**config.mk**
```make
export PLATFORM = sky130hd
export DESIGN_NAME = cmd_word_encoder
export DESIGN_NICKNAME = d
export VERILOG_FILES = /design/src/rtl/cmd_pkg.sv /design/src/rtl/cmd_word_pack.sv /design/src/rtl/cmd_word_encoder.sv
export SDC_FILE = /design/constraint.sdc
export NUM_CORES = 1
export LEC_CHECK = 0
export ABC_AREA = 0
export CORE_MARGIN = 2
export CORE_UTILIZATION = 39
export CTS_CLUSTER_DIAMETER = 50
export DETAILED_ROUTE_END_ITERATION = 8
export GPL_TIMING_DRIVEN = 0
export PLACE_DENSITY = 0.79
export SLEW_MARGIN = 20
export SYNTH_ARGS = -nofsm -noshare
export SYNTH_HDL_FRONTEND = slang
export SYNTH_SLANG_ARGS = --single-unit
```
**constraint.sdc**
```tcl
create_clock -name clk -period 1.4 [get_ports clk]
set_clock_uncertainty 0.05 [all_clocks]
set_input_delay 0.42 -clock clk [delete_from_list [all_inputs] [get_ports clk]]
set_output_delay 0.42 -clock clk [all_outputs]
set_load 0.02 [all_outputs]
```
**src/rtl/cmd_pkg.sv**
```systemverilog
// cmd_pkg: command word bit map and encoder state encoding, shared by the
// command encoder and the actuator command decoder.
package cmd_pkg;

   // Command word bit positions
   localparam int BIT_ON     = 0;
   localparam int BIT_OFF    = 1;
   localparam int BIT_INC    = 2;
   localparam int BIT_DEC    = 3;
   localparam int BIT_RX     = 4;
   localparam int BIT_TX     = 5;
   localparam int BIT_VALID  = 6;
   localparam int AMOUNT_LSB = 7;

   // Encoder states
   typedef enum logic [1:0] {
      ST_IDLE  = 2'd0,
      ST_DRIVE = 2'd1,
      ST_GAP   = 2'd2
   } enc_state_t;

   // Width of the shared pulse/gap down-counter: clog2(max(pulse, gap, 2))
   function automatic int cnt_width(input int pulse, input int gap);
      int m;
      m = (pulse > gap) ? pulse : gap;
      if (m < 2) m = 2;
      return $clog2(m);
   endfunction

endpackage

```
**src/rtl/cmd_word_pack.sv**
```systemverilog
// cmd_word_pack: combinational legality check and command word packing.
// The packed word always carries the valid bit; the caller decides when to
// present it. Reused by the decoder self-test.
module cmd_word_pack
   import cmd_pkg::*;
#(
   parameter int AMOUNT_WIDTH = 8,
   parameter int DATA_WIDTH   = 15
)(
   input  logic                    i_on,
   input  logic                    i_off,
   input  logic                    i_inc,
   input  logic                    i_dec,
   input  logic                    i_rx,
   input  logic                    i_tx,
   input  logic [AMOUNT_WIDTH-1:0] i_amount,
   output logic                    o_legal,
   output logic [DATA_WIDTH-1:0]   o_word
);

   // Legality: opposing action pairs may not be requested together
   always_comb begin
      o_legal = ~(i_on & i_off) & ~(i_inc & i_dec);
   end

   // Pack flags, valid bit and amount into the command word layout
   always_comb begin
      o_word                              = '0;
      o_word[BIT_ON]                      = i_on;
      o_word[BIT_OFF]                     = i_off;
      o_word[BIT_INC]                     = i_inc;
      o_word[BIT_DEC]                     = i_dec;
      o_word[BIT_RX]                      = i_rx;
      o_word[BIT_TX]                      = i_tx;
      o_word[BIT_VALID]                   = 1'b1;
      o_word[AMOUNT_LSB +: AMOUNT_WIDTH]  = i_amount;
   end

endmodule

```
**src/rtl/cmd_word_encoder.sv**
```systemverilog
// cmd_word_encoder: accepts one command at a time over valid/ready, rejects
// conflicting requests, and drives the packed word for PULSE_CYCLES cycles
// followed by GAP_CYCLES all-zero cycles.
// Optional feature: define CMD_ENC_REJECT_CNT_EN to add the saturating
// rej_count output.
module cmd_word_encoder
   import cmd_pkg::*;
#(
   parameter int DATA_WIDTH   = 15,
   parameter int AMOUNT_WIDTH = 8,
   parameter int PULSE_CYCLES = 1,
   parameter int GAP_CYCLES   = 1
)(
   input  logic                    clk,
   input  logic                    rst_n,
   input  logic                    cmd_valid,
   output logic                    cmd_ready,
   input  logic                    cmd_on,
   input  logic                    cmd_off,
   input  logic                    cmd_inc,
   input  logic                    cmd_dec,
   input  logic                    cmd_send,
   input  logic                    cmd_receive,
   input  logic [AMOUNT_WIDTH-1:0] cmd_amount,
   output logic [DATA_WIDTH-1:0]   tx_data,
   output logic                    busy,
   output logic                    err_illegal
`ifdef CMD_ENC_REJECT_CNT_EN
   ,
   output logic [7:0]              rej_count
`endif
);

   localparam int CW = cnt_width(PULSE_CYCLES, GAP_CYCLES);
   localparam logic [CW-1:0] PULSE_LD = CW'(PULSE_CYCLES - 1);
   localparam logic [CW-1:0] GAP_LD   = (GAP_CYCLES > 0) ? CW'(GAP_CYCLES - 1) : '0;
   localparam logic [CW-1:0] CNT_ONE  = CW'(1);

   enc_state_t            r_state;
   logic [CW-1:0]         r_cnt;
   logic [DATA_WIDTH-1:0] r_tx_data;
   logic                  r_busy;
   logic                  r_err;

   enc_state_t            w_state_nxt;
   logic [CW-1:0]         w_cnt_nxt;
   logic [DATA_WIDTH-1:0] w_tx_nxt;
   logic                  w_err_nxt;
   logic                  w_legal;
   logic [DATA_WIDTH-1:0] w_word;

   cmd_word_pack #(
      .AMOUNT_WIDTH (AMOUNT_WIDTH),
      .DATA_WIDTH   (DATA_WIDTH)
   ) u_pack (
      .i_on     (cmd_on),
      .i_off    (cmd_off),
      .i_inc    (cmd_inc),
      .i_dec    (cmd_dec),
      .i_rx     (cmd_receive),
      .i_tx     (cmd_send),
      .i_amount (cmd_amount),
      .o_legal  (w_legal),
      .o_word   (w_word)
   );

   // Next-state, counter and output-word decode; one counter serves both
   // the pulse and the gap phase
   always_comb begin
      w_state_nxt = r_state;
      w_cnt_nxt   = r_cnt;
      w_tx_nxt    = r_tx_data;
      w_err_nxt   = 1'b0;
      case (r_state)
         ST_IDLE: begin
            w_tx_nxt = '0;
            if (cmd_valid) begin
               if (w_legal) begin
                  w_state_nxt = ST_DRIVE;
                  w_cnt_nxt   = PULSE_LD;
                  w_tx_nxt    = w_word;
               end else begin
                  w_err_nxt = 1'b1;
               end
            end
         end
         ST_DRIVE: begin
            if (r_cnt == '0) begin
               w_tx_nxt = '0;
               if (GAP_CYCLES == 0) begin
                  w_state_nxt = ST_IDLE;
               end else begin
                  w_state_nxt = ST_GAP;
                  w_cnt_nxt   = GAP_LD;
               end
            end else begin
               w_cnt_nxt = r_cnt - CNT_ONE;
            end
         end
         ST_GAP: begin
            w_tx_nxt = '0;
            if (r_cnt == '0) begin
               w_state_nxt = ST_IDLE;
            end else begin
               w_cnt_nxt = r_cnt - CNT_ONE;
            end
         end
         default: begin
            w_state_nxt = ST_IDLE;
            w_tx_nxt    = '0;
         end
      endcase
   end

   // State and registered outputs; busy tracks the next state so it is
   // registered yet aligned with the state register
   always_ff @(posedge clk or negedge rst_n) begin
      if (!rst_n) begin
         r_state   <= ST_IDLE;
         r_cnt     <= '0;
         r_tx_data <= '0;
         r_busy    <= 1'b0;
         r_err     <= 1'b0;
      end else begin
         r_state   <= w_state_nxt;
         r_cnt     <= w_cnt_nxt;
         r_tx_data <= w_tx_nxt;
         r_busy    <= (w_state_nxt != ST_IDLE);
         r_err     <= w_err_nxt;
      end
   end

   assign cmd_ready   = (r_state == ST_IDLE);
   assign tx_data     = r_tx_data;
   assign busy        = r_busy;
   assign err_illegal = r_err;

`ifdef CMD_ENC_REJECT_CNT_EN
   logic [7:0] r_rej_cnt;

   // Saturating count of rejected commands, cleared only by reset
   always_ff @(posedge clk or negedge rst_n) begin
      if (!rst_n) begin
         r_rej_cnt <= 8'd0;
      end else if (w_err_nxt && (r_rej_cnt != 8'hFF)) begin
         r_rej_cnt <= r_rej_cnt + 8'd1;
      end
   end

   assign rej_count = r_rej_cnt;
`endif

endmodule

```
# Word level (Yosys, flattened, before mapping)
# Cells that the tools add are included.
[classes]
n_reduce_logical = 5
bitwise_logic = 5
addsub = 1
muxes = 16
n_eq_ne = 5
[op_table]
columns = ["cell", "count"]
rows = [
  ["15-bit 2-to-1 mux", 3],
  ["15-bit one-hot mux with 2 select lines", 1],
  ["2-bit 2-to-1 mux", 4],
  ["1-bit 2-to-1 mux", 6],
  ["2-bit one-hot mux with 3 select lines", 1],
  ["2-bit inequality test, second input constant", 2],
  ["2-bit nonzero test", 2],
  ["1-bit AND", 3],
  ["3-bit AND reduction", 1],
  ["2-bit by 1-bit equality test with 1-bit output, second input constant", 1],
  ["2-bit equality test, second input constant", 1],
  ["2-bit logical NOT", 1],
  ["2-bit by 1-bit inequality test with 1-bit output, second input constant", 1],
  ["1-bit NOT", 2],
  ["1-bit one-hot mux with 2 select lines", 1],
  ["2-bit OR reduction", 1],
  ["1-bit subtractor, second input constant", 1],
]
[word_totals]
wordCells = 37
input_bits = 17
ff_bits = 20
out_inout_bits = 18

# Longest topological paths before layout
[depth]
ltp_word = 7
mapped_depth = 4

# By module
# From an unflattened synthesis, not the netlist that was laid out.
[unflattened]
cells_unflattened = 58
hier_area_um2 = 755.7
[by_module_without_submodules]
columns = ["mod", "cells_per_inst", "area_each_um2", "instances"]
rows = [
  ["cmd_word_encoder", 41, 626.9, 1],
  ["cmd_word_pack", 17, 128.9, 1],
]

# Least setup slack after synthesis
# OpenSTA, ideal clock, no wires.
[synth_path]
path_type = "input to register"
startpoint = "in cmd_valid"
endpoint = "reg r_busy (netlist: busy)"
cell_stages = 4
arrival_ns = 1.124
slack_ns = 0.151
setup_time_ns = 0.075
cell_sequence = "or3b_1 buf_6 buf_12 o21bai_2"
[synth_between]
elab_chain_cells = 3
[synth_rtl]
columns = ["element", "line", "rtl"]
rows = [
  ["start, declared", "cmd_word_encoder.sv:16", "input logic cmd_valid,"],
  ["2-bit 2-to-1 mux", "cmd_word_encoder.sv:77", "if (cmd_valid) begin"],
  ["2-bit one-hot mux with 3 select lines", "cmd_word_encoder.sv:74", "case (r_state)"],
  ["2-bit nonzero test", "cmd_word_encoder.sv:128", "r_busy <= (w_state_nxt != ST_IDLE);"],
  ["end signal, assigned", "cmd_word_encoder.sv:128", ""],
  ["end, declared", "cmd_word_encoder.sv:42", "logic r_busy;"],
]
# No other way between the ends.
# A chain may end at the register's enable or synchronous reset.

# Worst setup path in the final report
[layout_path]
startpoint = "reg r_state[0]"
endpoint = "out cmd_ready"
[layout_between]
elab_chain_cells = 1
[layout_rtl]
columns = ["element", "line", "rtl"]
rows = [
  ["start, declared", "cmd_word_encoder.sv:39", "enc_state_t r_state;"],
  ["start signal, assigned", "cmd_word_encoder.sv:125", "r_state <= w_state_nxt;"],
  ["2-bit logical NOT", "cmd_word_encoder.sv:133", "assign cmd_ready = (r_state == ST_IDLE);"],
  ["end, declared", "cmd_word_encoder.sv:17", "output logic cmd_ready,"],
]
# No other way between the ends.

==> flow_metrics.env <==
export IMPL_outcome="complete, but fails checks"
export IMPL_violations="negative setup slack"
export IMPL_cts_tree="done"
export IMPL_area_growth_pct=54.1
export IMPL_dp_hpwl_um=1060
export IMPL_dieArea_um2=2240
export IMPL_path_buf_inv=1
export IMPL_wl_um=1690
export IMPL_finalHoldViolations=0
export IMPL_drt_vias_per_instance=4.22
export IMPL_row_count=15
export IMPL_fp_dieH_um=47.4
export IMPL_yosysTopAreaCellShare=0.648
export IMPL_rsz0062_at_grt="true"
export IMPL_clock_root_buffer="clkbuf_4"
export IMPL_crit_type="flip-flop to output pin"
export IMPL_avgRoutedWirePerCell_um=13.4
export IMPL_slew_violations=0
export IMPL_nFillCells=154
export IMPL_cts_hold_buf=0
export IMPL_path_clk_slew_ns=0.10
export IMPL_power_leakage_nw=0.619
export IMPL_start_kind="flip-flop"
export IMPL_whs_ns=0.435
export IMPL_crit_chain="nor2_1 -> buf_4"
export IMPL_cts_buffers_inserted=3
export IMPL_min_path_type="flip-flop to flip-flop"
export IMPL_pwr_share_seq=0.511
export IMPL_crit_path_top_delay_cell="dfrtp_1"
export IMPL_globalRouteTotalUtil=0.153
export IMPL_p_sw_mw=0.326
export IMPL_crit_required_ns=0.93
export IMPL_swShare=0.282
export IMPL_ys_seq_area_frac=0.648
export IMPL_worst_pin_slew_ns=0.823
export IMPL_combPwrFrac=0.250
export IMPL_multi_input_area_um2=181
export IMPL_io_pins=35
export IMPL_worst_path_max_fanout=3
export IMPL_gp_congestion=0.690
export IMPL_ant_nets=0
export IMPL_final_net_count=119
export IMPL_final_setup_tns_ns=-0.0200
export IMPL_dpl_cell_count=118
export IMPL_timing_max_cap_violations=0
export IMPL_max_clock_freq_mhz=704
export IMPL_slew_headroom=0.450
export IMPL_globalRouteOverflowTotal=0
export IMPL_first_global_vias=517
export IMPL_synthTopCellsByArea="dfrtp_1 (65%), nor3_2 (9.6%), inv_1 (7.2%)"
export IMPL_cp_slowest_stage_delay_ns=0.40
export IMPL_core_area_um2=1750
export IMPL_drt_pass1_iterations=4
export IMPL_critPathArrivalTime_ns=0.95
export IMPL_io_buffers=34
export IMPL_final_instance_count_excl_fill=126
export IMPL_ys_ff_latch=19
export IMPL_grt_pass1_wl_um=2150
export IMPL_syn_area_um2=733
export IMPL_period_share=1.01
export IMPL_clock_sinks=19
export IMPL_synth_fp_nets=76
export IMPL_setup_ws_ns=-0.0200
export IMPL_synth_area_leader_cell="dfrtp_1"
export IMPL_grt_start_max_net_pins=20
export IMPL_clock_latency_ns=0.29
export IMPL_clock_path_buffers=2
export IMPL_synth_cell_type_count=14
export IMPL_via_count=532
export IMPL_start_util=0.420
export IMPL_h_tree_depth=1
export IMPL_drive_gt1_frac=0.406
export IMPL_fp_dieW_um=47.4
export IMPL_drt_first_iter_violations=4
export IMPL_grt_antenna_before_repair=0
export IMPL_finalSetupViolCount=1
export IMPL_worstSetupEndpointType="output pin"
export IMPL_p_clk_frac=0.239
export IMPL_regArea_um2=475
export IMPL_yosysWarningCount=0
export IMPL_p_int_mw=0.830
export IMPL_cp_top_family="flip-flops"
export IMPL_drc_errors=0
export IMPL_avgSynthCellArea_um2=12.4
export IMPL_powerDensity_nw_per_um2=1020
export IMPL_peakVddDrop_mv=0.497
export IMPL_syn_inst=59
export IMPL_diodes=0
export IMPL_fin_crit_ns=1.42
-- cell type report --
class / instances / share of cell area
tap: 25 / 0.0277
buffer: 4 / 0.0554
inverter: 14 / 0.0465
clock inverter: 1 / 0.00443
sequential: 19 / 0.421
multi-input combinational: 22 / 0.161
clock buffer: 3 / 0.0199
timing repair buffer: 38 / 0.265
-- registers in the layout (all words and copies together) (netlist names) --
signal,count
tx_data,15
r_state,2
busy,1
err_illegal,1
-- power by group through the flow --
stage / registers [mW] / clock network (mW) / logic [mW]
after global routing: 0.595 / 0.310 / 0.309
after floorplan: 0.643 / 0 / 0.0936
after detailed placement: 0.604 / 0 / 0.270
final: 0.591 / 0.276 / 0.289
after CTS: 0.592 / 0.285 / 0.261
after global placement: 0.602 / 0 / 0.267
-- layout by cell type (no fill, tap or decap), drive strengths merged --
cell	count
inv	14
nor2	3
buf	25
nor3	14
nor2b	1
clkdlybuf4s50	15
o21bai	1
dfrtp	19
clkbuf	4
or3b	1
and2b	1
dlygate4sd2	1
a22o	1
clkinv	1
-- synthesized netlist by cell type --
master / n
nor3_2: 7
buf_6: 1
buf_2: 2
or3b_1: 1
a22o_1: 1
o21bai_2: 1
dfrtp_1: 19
nor2b_1: 1
nor2_1: 1
nor3_1: 7
buf_12: 1
nor2_2: 2
inv_1: 14
and2b_1: 1
-- stage by stage --
| step | cell area [µm²] | total power, mW | worst slack (ns) | utilization |
|---|---|---|---|---|
| 2_1_floorplan | 733 | 0.736 | 0.151 | - |
| 3_3_place_gp | 1100 | 0.869 | -0.409 | 0.633 |
| 3_5_place_dp | 1100 | 0.875 | -0.408 | 0.633 |
| 4_1_cts | 1110 | 1.14 | -0.0301 | 0.637 |
| 5_1_grt | 1130 | 1.21 | -0.0571 | 0.647 |
| 6_report | 1130 | 1.16 | -0.0200 | 0.647 |
-- layer usage --
metal / routed length, µm / track usage / part of all wire / vias to the layer above
met5: 0 / 0 / 0 / -
li1: - / - / - / 264
met1: 594 / 0.122 / 0.35 / 244
met3: 125 / 0.0538 / 0.074 / 2
met4: 16 / 0.117 / 0.0095 / 0
met2: 954 / 0.292 / 0.56 / 22
-- final timing paths --
kind                             from          to  slack [ns]  cells after the start
max reg2reg                r_state[1]  tx_data[1]        0.04                      4
max                        r_state[0]   cmd_ready       -0.02                      2
min reg2reg                r_state[1]  r_state[1]        0.43                      1
min                        r_state[1]  r_state[1]        0.43                      1
max in group asynchronous       rst_n  tx_data[0]        0.25                      1
min in group asynchronous       rst_n  tx_data[5]        0.53                      1
-- timing repair --
| action | 4_1_cts | 5_1_grt |
|---|---|---|
| setup endpoints to repair | 28 | 10 |
| gates resized for setup | 73 | 10 |
| setup buffers | 0 | 3 |
| pin swaps | 0 | 2 |
| gates cloned | 0 | 1 |
-- logic make-up after synthesis --
group           Yosys count  share of synthesized area
compound gates            2                     0.0273
flops                    19                      0.648
simple gates             20                      0.196
buf+inv                  18                      0.128
(Power assumes the default switching activity.)
